<file path="src/rtl/nibble_serial_adder.sv">
// nibble_serial_adder: WIDTH-bit add done one nibble per clock through a
// 4-bit ripple-carry stage, with valid/ready handshakes on input and output.
//
// Ports:
//   clk, rst            clock, synchronous active-high reset
//   in_valid/in_ready   operand handshake (a, b, cin)
//   out_valid/out_ready result handshake (sum, cout[, ovf])
//   busy                high while an operation is in flight (RUN or DONE)
// Optional: define NIBBLE_SERIAL_ADDER_OVF_EN to add the signed overflow
// output ovf.

module adder4bit (
    input  logic [3:0] a,
    input  logic [3:0] b,
    input  logic       cin,
    output logic [3:0] s,
    output logic       cout
);

    assign {cout, s} = {1'b0, a} + {1'b0, b} + {4'b0, cin};

endmodule

module nibble_serial_adder #(
    parameter int WIDTH = 16
) (
    input  logic             clk,
    input  logic             rst,
    input  logic             in_valid,
    output logic             in_ready,
    input  logic [WIDTH-1:0] a,
    input  logic [WIDTH-1:0] b,
    input  logic             cin,
    output logic             out_valid,
    input  logic             out_ready,
    output logic [WIDTH-1:0] sum,
    output logic             cout,
    output logic             busy
`ifdef NIBBLE_SERIAL_ADDER_OVF_EN
    ,
    output logic             ovf
`endif
);

    localparam int NIB = WIDTH / 4;
    localparam int CW  = (NIB > 1) ? $clog2(NIB) : 1;

    typedef enum logic [1:0] {
        IDLE = 2'd0,
        RUN  = 2'd1,
        DONE = 2'd2
    } state_t;

    state_t           state;
    state_t           state_nxt;

    logic [WIDTH-1:0] a_sh;
    logic [WIDTH-1:0] b_sh;
    logic [WIDTH-1:0] sum_sh;
    logic [WIDTH-1:0] sum_nxt;
    logic             carry;
    logic [CW-1:0]    cnt;
    logic             last;

    logic [3:0]       nib_s;
    logic             nib_co;

`ifdef NIBBLE_SERIAL_ADDER_OVF_EN
    logic             msb_a;
    logic             msb_b;
`endif

    adder4bit u_add (
        .a    (a_sh[3:0]),
        .b    (b_sh[3:0]),
        .cin  (carry),
        .s    (nib_s),
        .cout (nib_co)
    );

    // Each nibble result enters at the top, so after NIB shifts the
    // first (LSB) nibble has walked down to bits [3:0].
    always_comb begin
        sum_nxt = sum_sh >> 4;
        sum_nxt[WIDTH-1 -: 4] = nib_s;
    end

    assign last = (cnt == CW'(NIB - 1));

    always_ff @(posedge clk) begin
        if (rst) begin
            state <= IDLE;
        end else begin
            state <= state_nxt;
        end
    end

    always_comb begin
        state_nxt = state;
        in_ready  = 1'b0;
        out_valid = 1'b0;
        busy      = 1'b0;
        unique case (state)
            IDLE: begin
                in_ready = 1'b1;
                if (in_valid) begin
                    state_nxt = RUN;
                end
            end
            RUN: begin
                busy = 1'b1;
                if (last) begin
                    state_nxt = DONE;
                end
            end
            DONE: begin
                busy      = 1'b1;
                out_valid = 1'b1;
                if (out_ready) begin
                    state_nxt = IDLE;
                end
            end
            default: begin
                state_nxt = IDLE;
            end
        endcase
    end

    always_ff @(posedge clk) begin
        if (rst) begin
            a_sh   <= '0;
            b_sh   <= '0;
            sum_sh <= '0;
            carry  <= 1'b0;
            cnt    <= '0;
            sum    <= '0;
            cout   <= 1'b0;
        end else begin
            unique case (state)
                IDLE: begin
                    if (in_valid) begin
                        a_sh  <= a;
                        b_sh  <= b;
                        carry <= cin;
                        cnt   <= '0;
                    end
                end
                RUN: begin
                    a_sh   <= a_sh >> 4;
                    b_sh   <= b_sh >> 4;
                    sum_sh <= sum_nxt;
                    carry  <= nib_co;
                    cnt    <= cnt + CW'(1);
                    if (last) begin
                        sum  <= sum_nxt;
                        cout <= nib_co;
                    end
                end
                default: begin
                end
            endcase
        end
    end

`ifdef NIBBLE_SERIAL_ADDER_OVF_EN
    // Operand sign bits are shifted out during RUN, so keep them aside.
    always_ff @(posedge clk) begin
        if (rst) begin
            msb_a <= 1'b0;
            msb_b <= 1'b0;
            ovf   <= 1'b0;
        end else begin
            if (state == IDLE && in_valid) begin
                msb_a <= a[WIDTH-1];
                msb_b <= b[WIDTH-1];
            end
            if (state == RUN && last) begin
                ovf <= (msb_a == msb_b) && (sum_nxt[WIDTH-1] != msb_a);
            end
        end
    end
`endif

endmodule

</file>
<file path="config.mk">
export PLATFORM = sky130hd
export DESIGN_NAME = nibble_serial_adder
export DESIGN_NICKNAME = d
export VERILOG_FILES = /design/src/rtl/nibble_serial_adder.sv
export SDC_FILE = /design/constraint.sdc
export NUM_CORES = 1
export LEC_CHECK = 0
export BUFFER_PORTS_ARGS = -buffer_cell sky130_fd_sc_hd__buf_2
export CAP_MARGIN = 20
export CORE_MARGIN = 10
export CORE_UTILIZATION = 51
export DETAILED_ROUTE_END_ITERATION = 6
export MAX_ROUTING_LAYER = met4
export PLACE_DENSITY_LB_ADDON = 0.3
export SLEW_MARGIN = 40
export SYNTH_ARGS = -nofsm -noshare
export SYNTH_HDL_FRONTEND = slang
export SYNTH_SLANG_ARGS = --single-unit
</file>
<file path="constraint.sdc">
create_clock -name clk -period 2.2 [get_ports clk]
set_input_delay 0.22 -clock clk [delete_from_list [all_inputs] [get_ports clk]]
set_output_delay 0.22 -clock clk [all_outputs]
set_load 0.01 [all_outputs]
</file>
==> reports/summary.txt <==
Die area: 9250 µm²
Area occupied by registers: 1320 µm²
First-pass GRT wire length: 11100 µm
# diodes: 0
Clock tree buffer depth: 2
GPL Wtd Cong: 0.772
Family with the most delay on the worst path: adder cells
RSZ-0062 raised after global routing: false
Synth Flop Type: dfxtp_1
Share of the synthesized area in the top cell type: 0.447
Cells after Synth: 317
Sw Pwr: 1.56 mW
# DRC: 0
Power Dens Cells: 1250 nW/µm²
Final ANT Viol Nets: 0
Cts repair resizes: 0
Root Driver: clkbuf_8
CTS tree: yes
Critical path's slowest cell: ha_1
Setup ws final: 0.328 ns
Leading area contributor after synthesis: dfxtp_1
Hold path startpoint: b[14]
Syn. warnings: 0
Area grow syn2layout: 15.5%
Synth Area per Inst: 9.33 µm²
Fraction of layout cells with a size suffix above 1: 0.232
Vias in the first global route: 2287
CP cell instances: inv_1, ha_1, mux2i_2, nor4b_2, a31oi_1, nand2_1
Worst EP required: 2.42 ns
Row count: 27
Synth area leaders: dfxtp_1 45%, mux2i_1 12%, a211oi_1 6.3%
Asr flop ratio synth: 0
Critical R2R Capture: carry
Peak VDD IR: 0.00111 V
# IOs: 57
Gr usage total: 0.157
Critical path class: reg -> reg
Grt total ovfl: 0
Port Buffer Count: 56
Avg WL per Cell: 14.7 µm
Fill cells: 518
Core area: 5570 µm²
Top cells by count, synth: 66 x dfxtp_1, 49 x nor2_1, 36 x mux2i_1
Max-slew violations: 0
Tcrit/Tclk final: 0.851
Total Nets Final: 413
Worst Tran Pin Value: 0.560 ns
Final Power: 4.26 mW
Worst slew margin: 0.627
Post-CTS Setup Bufs: 0
Initial DRC count: 137
Data arrival, critical path: 2.09 ns
Maximum clock frequency: 534 MHz
Clock Skew: 0.00594 ns
TritonCTS Buffers: 9
Post-synth cell types: 37
EDFF count, synth: 0
Part of the power in the clock network: 0.218
Worst r2r src: state[1]
Leakage power total: 1.40 nW
Setup violations, final: 0
Net Sw Frac: 0.365
Flop pwr share: 0.385
Die Y: 96.2 µm
Die Width: 96.2 µm
Post-Syn Area: 2960 µm²
Hold Crit Depth: 3
Largest net degree at the start of global routing: 50
Place WS: 0.334 ns
Skew-Pair Late Insertion Delay: 0.33 ns
Hold path endpoint: b_sh[14]
Worst path max stage delay: 0.52 ns
Run status: finished, final reports clean
DRT Wirelength: 6500 µm
Setup tns final: 0 ns
Via density: 5.21
Vias: 2308
HPWL Detailed: 4640 µm
Max-Cap Viols: 0
Initial antenna violation count: 0
Htree depth: 3
Area of the multi-input gates: 1450 µm²
Register area share after synthesis: 0.447
Post-layout min period: 1.87 ns
Hold crit path type: in -> reg
Net Count, Synth: 364
Comb pwr share: 0.397
Most common cell in the netlist: dfxtp_1
Worst-path clk slew: 0.06 ns
Initial Util: 0.531
CP max FO: 16
Critical Path Start Type: register
Clock sink total: 66
Critical path buffers and inverters: 1
Fin. Hold Viols: 0
Reg2Reg Setup Slack: 0.33 ns
Pre-antenna DRT Iters: 4
Worst setup EP type: register
Hold buffer count at CTS: 0
R2R depth: 6
Number of synthesized register bits: 66
Internal: 2.71 mW
-- worst register-to-register path: stages (launching register included) --
cell and delay, ns:
dfxtp_1 0.33, inv_1 0.10, ha_1 0.52, mux2i_2 0.49, nor4b_2 0.09, a31oi_1 0.16
nand2_1 0.07
-- placed cells by master, fill, tap and decap left out, types with 2 or more instances in the layout --
cell	Yosys	layout
dfxtp_1	66	66
buf_2	7	56
nor2_1	49	49
mux2i_1	36	36
nand2_1	33	33
a21oi_1	27	27
a211oi_1	25	25
clkbuf_8	0	12
inv_1	8	8
nand3_1	8	8
ha_1	8	7
nand2b_1	5	5
nor3_1	4	4
a22oi_1	3	3
buf_4	1	3
nand2_2	2	2
fa_1	2	2
clkinv_2	0	2
clkbuf_1	3	2
buf_12	0	2
-- worst max-delay path by stage --
stage | depth (start not counted) | to | start | slack (ns)
after global routing | 6 | carry | state[1] | 0.13
after global placement | 6 | carry | state[1] | 0.44
after CTS | 6 | carry | state[1] | 0.32
final | 6 | carry | state[1] | 0.33
after detailed placement | 6 | carry | state[1] | 0.33
after floorplan | 7 | state[0] | state[0] | 0.59
-- cell type report --
class                      count  area share
clock buffer                  14      0.0505
clock inverter                 2     0.00293
inverter                       9     0.00988
multi-input combinational    219       0.423
sequential                    66       0.387
tap                           72      0.0264
timing repair buffer          61       0.100
-- registers in the layout (all words and copies together), names as in the netlist --
register,flops
a_sh,16
b_sh,16
carry,1
cnt,2
cout,1
state,2
sum,16
sum_sh,12
-- stage by stage --
stage | cells | instance area, µm² | hold slack [ns] | utilization
after global routing | 443 | 3420 | 0.142 | 0.613
after detailed placement | 427 | 3240 | 0.443 | 0.580
after CTS | 443 | 3420 | 0.136 | 0.613
final | 443 | 3420 | 0.141 | 0.613
after floorplan | 317 | 2960 | 0.368 | -
after global placement | 427 | 3240 | 0.440 | 0.580
-- logic make-up (layout without fill, tap and decap cells) --
kind of cell,after synthesis,after routing,share of synthesized area
and+or+nand+nor,107,107,0.161
DFF,66,66,0.447
AOI/OAI and AO/OA,64,64,0.151
muxes,37,37,0.126
buffers and inverters,32,86,0.0651
adders and majority gates,10,10,0.0474
xor gates and xnor gates,1,1,0.00296
-- power groups by stage --
stage / sequential [mW] / clock (mW) / combinational, mW
after global placement: 1.65 / 0 / 1.66
after global routing: 1.68 / 1.02 / 1.88
final: 1.64 / 0.930 / 1.69
after detailed placement: 1.67 / 0 / 1.69
after floorplan: 1.62 / 0 / 1.49
after CTS: 1.64 / 0.951 / 1.71
-- metal layers --
layer | track usage | share of wire | wire, µm
met5 | - | 0 | 0
met4 | 0.0577 | 0.013 | 82
met2 | 0.223 | 0.47 | 3030
met3 | 0.0428 | 0.046 | 297
met1 | 0.206 | 0.48 | 3100
(Power assumes the default switching activity.)
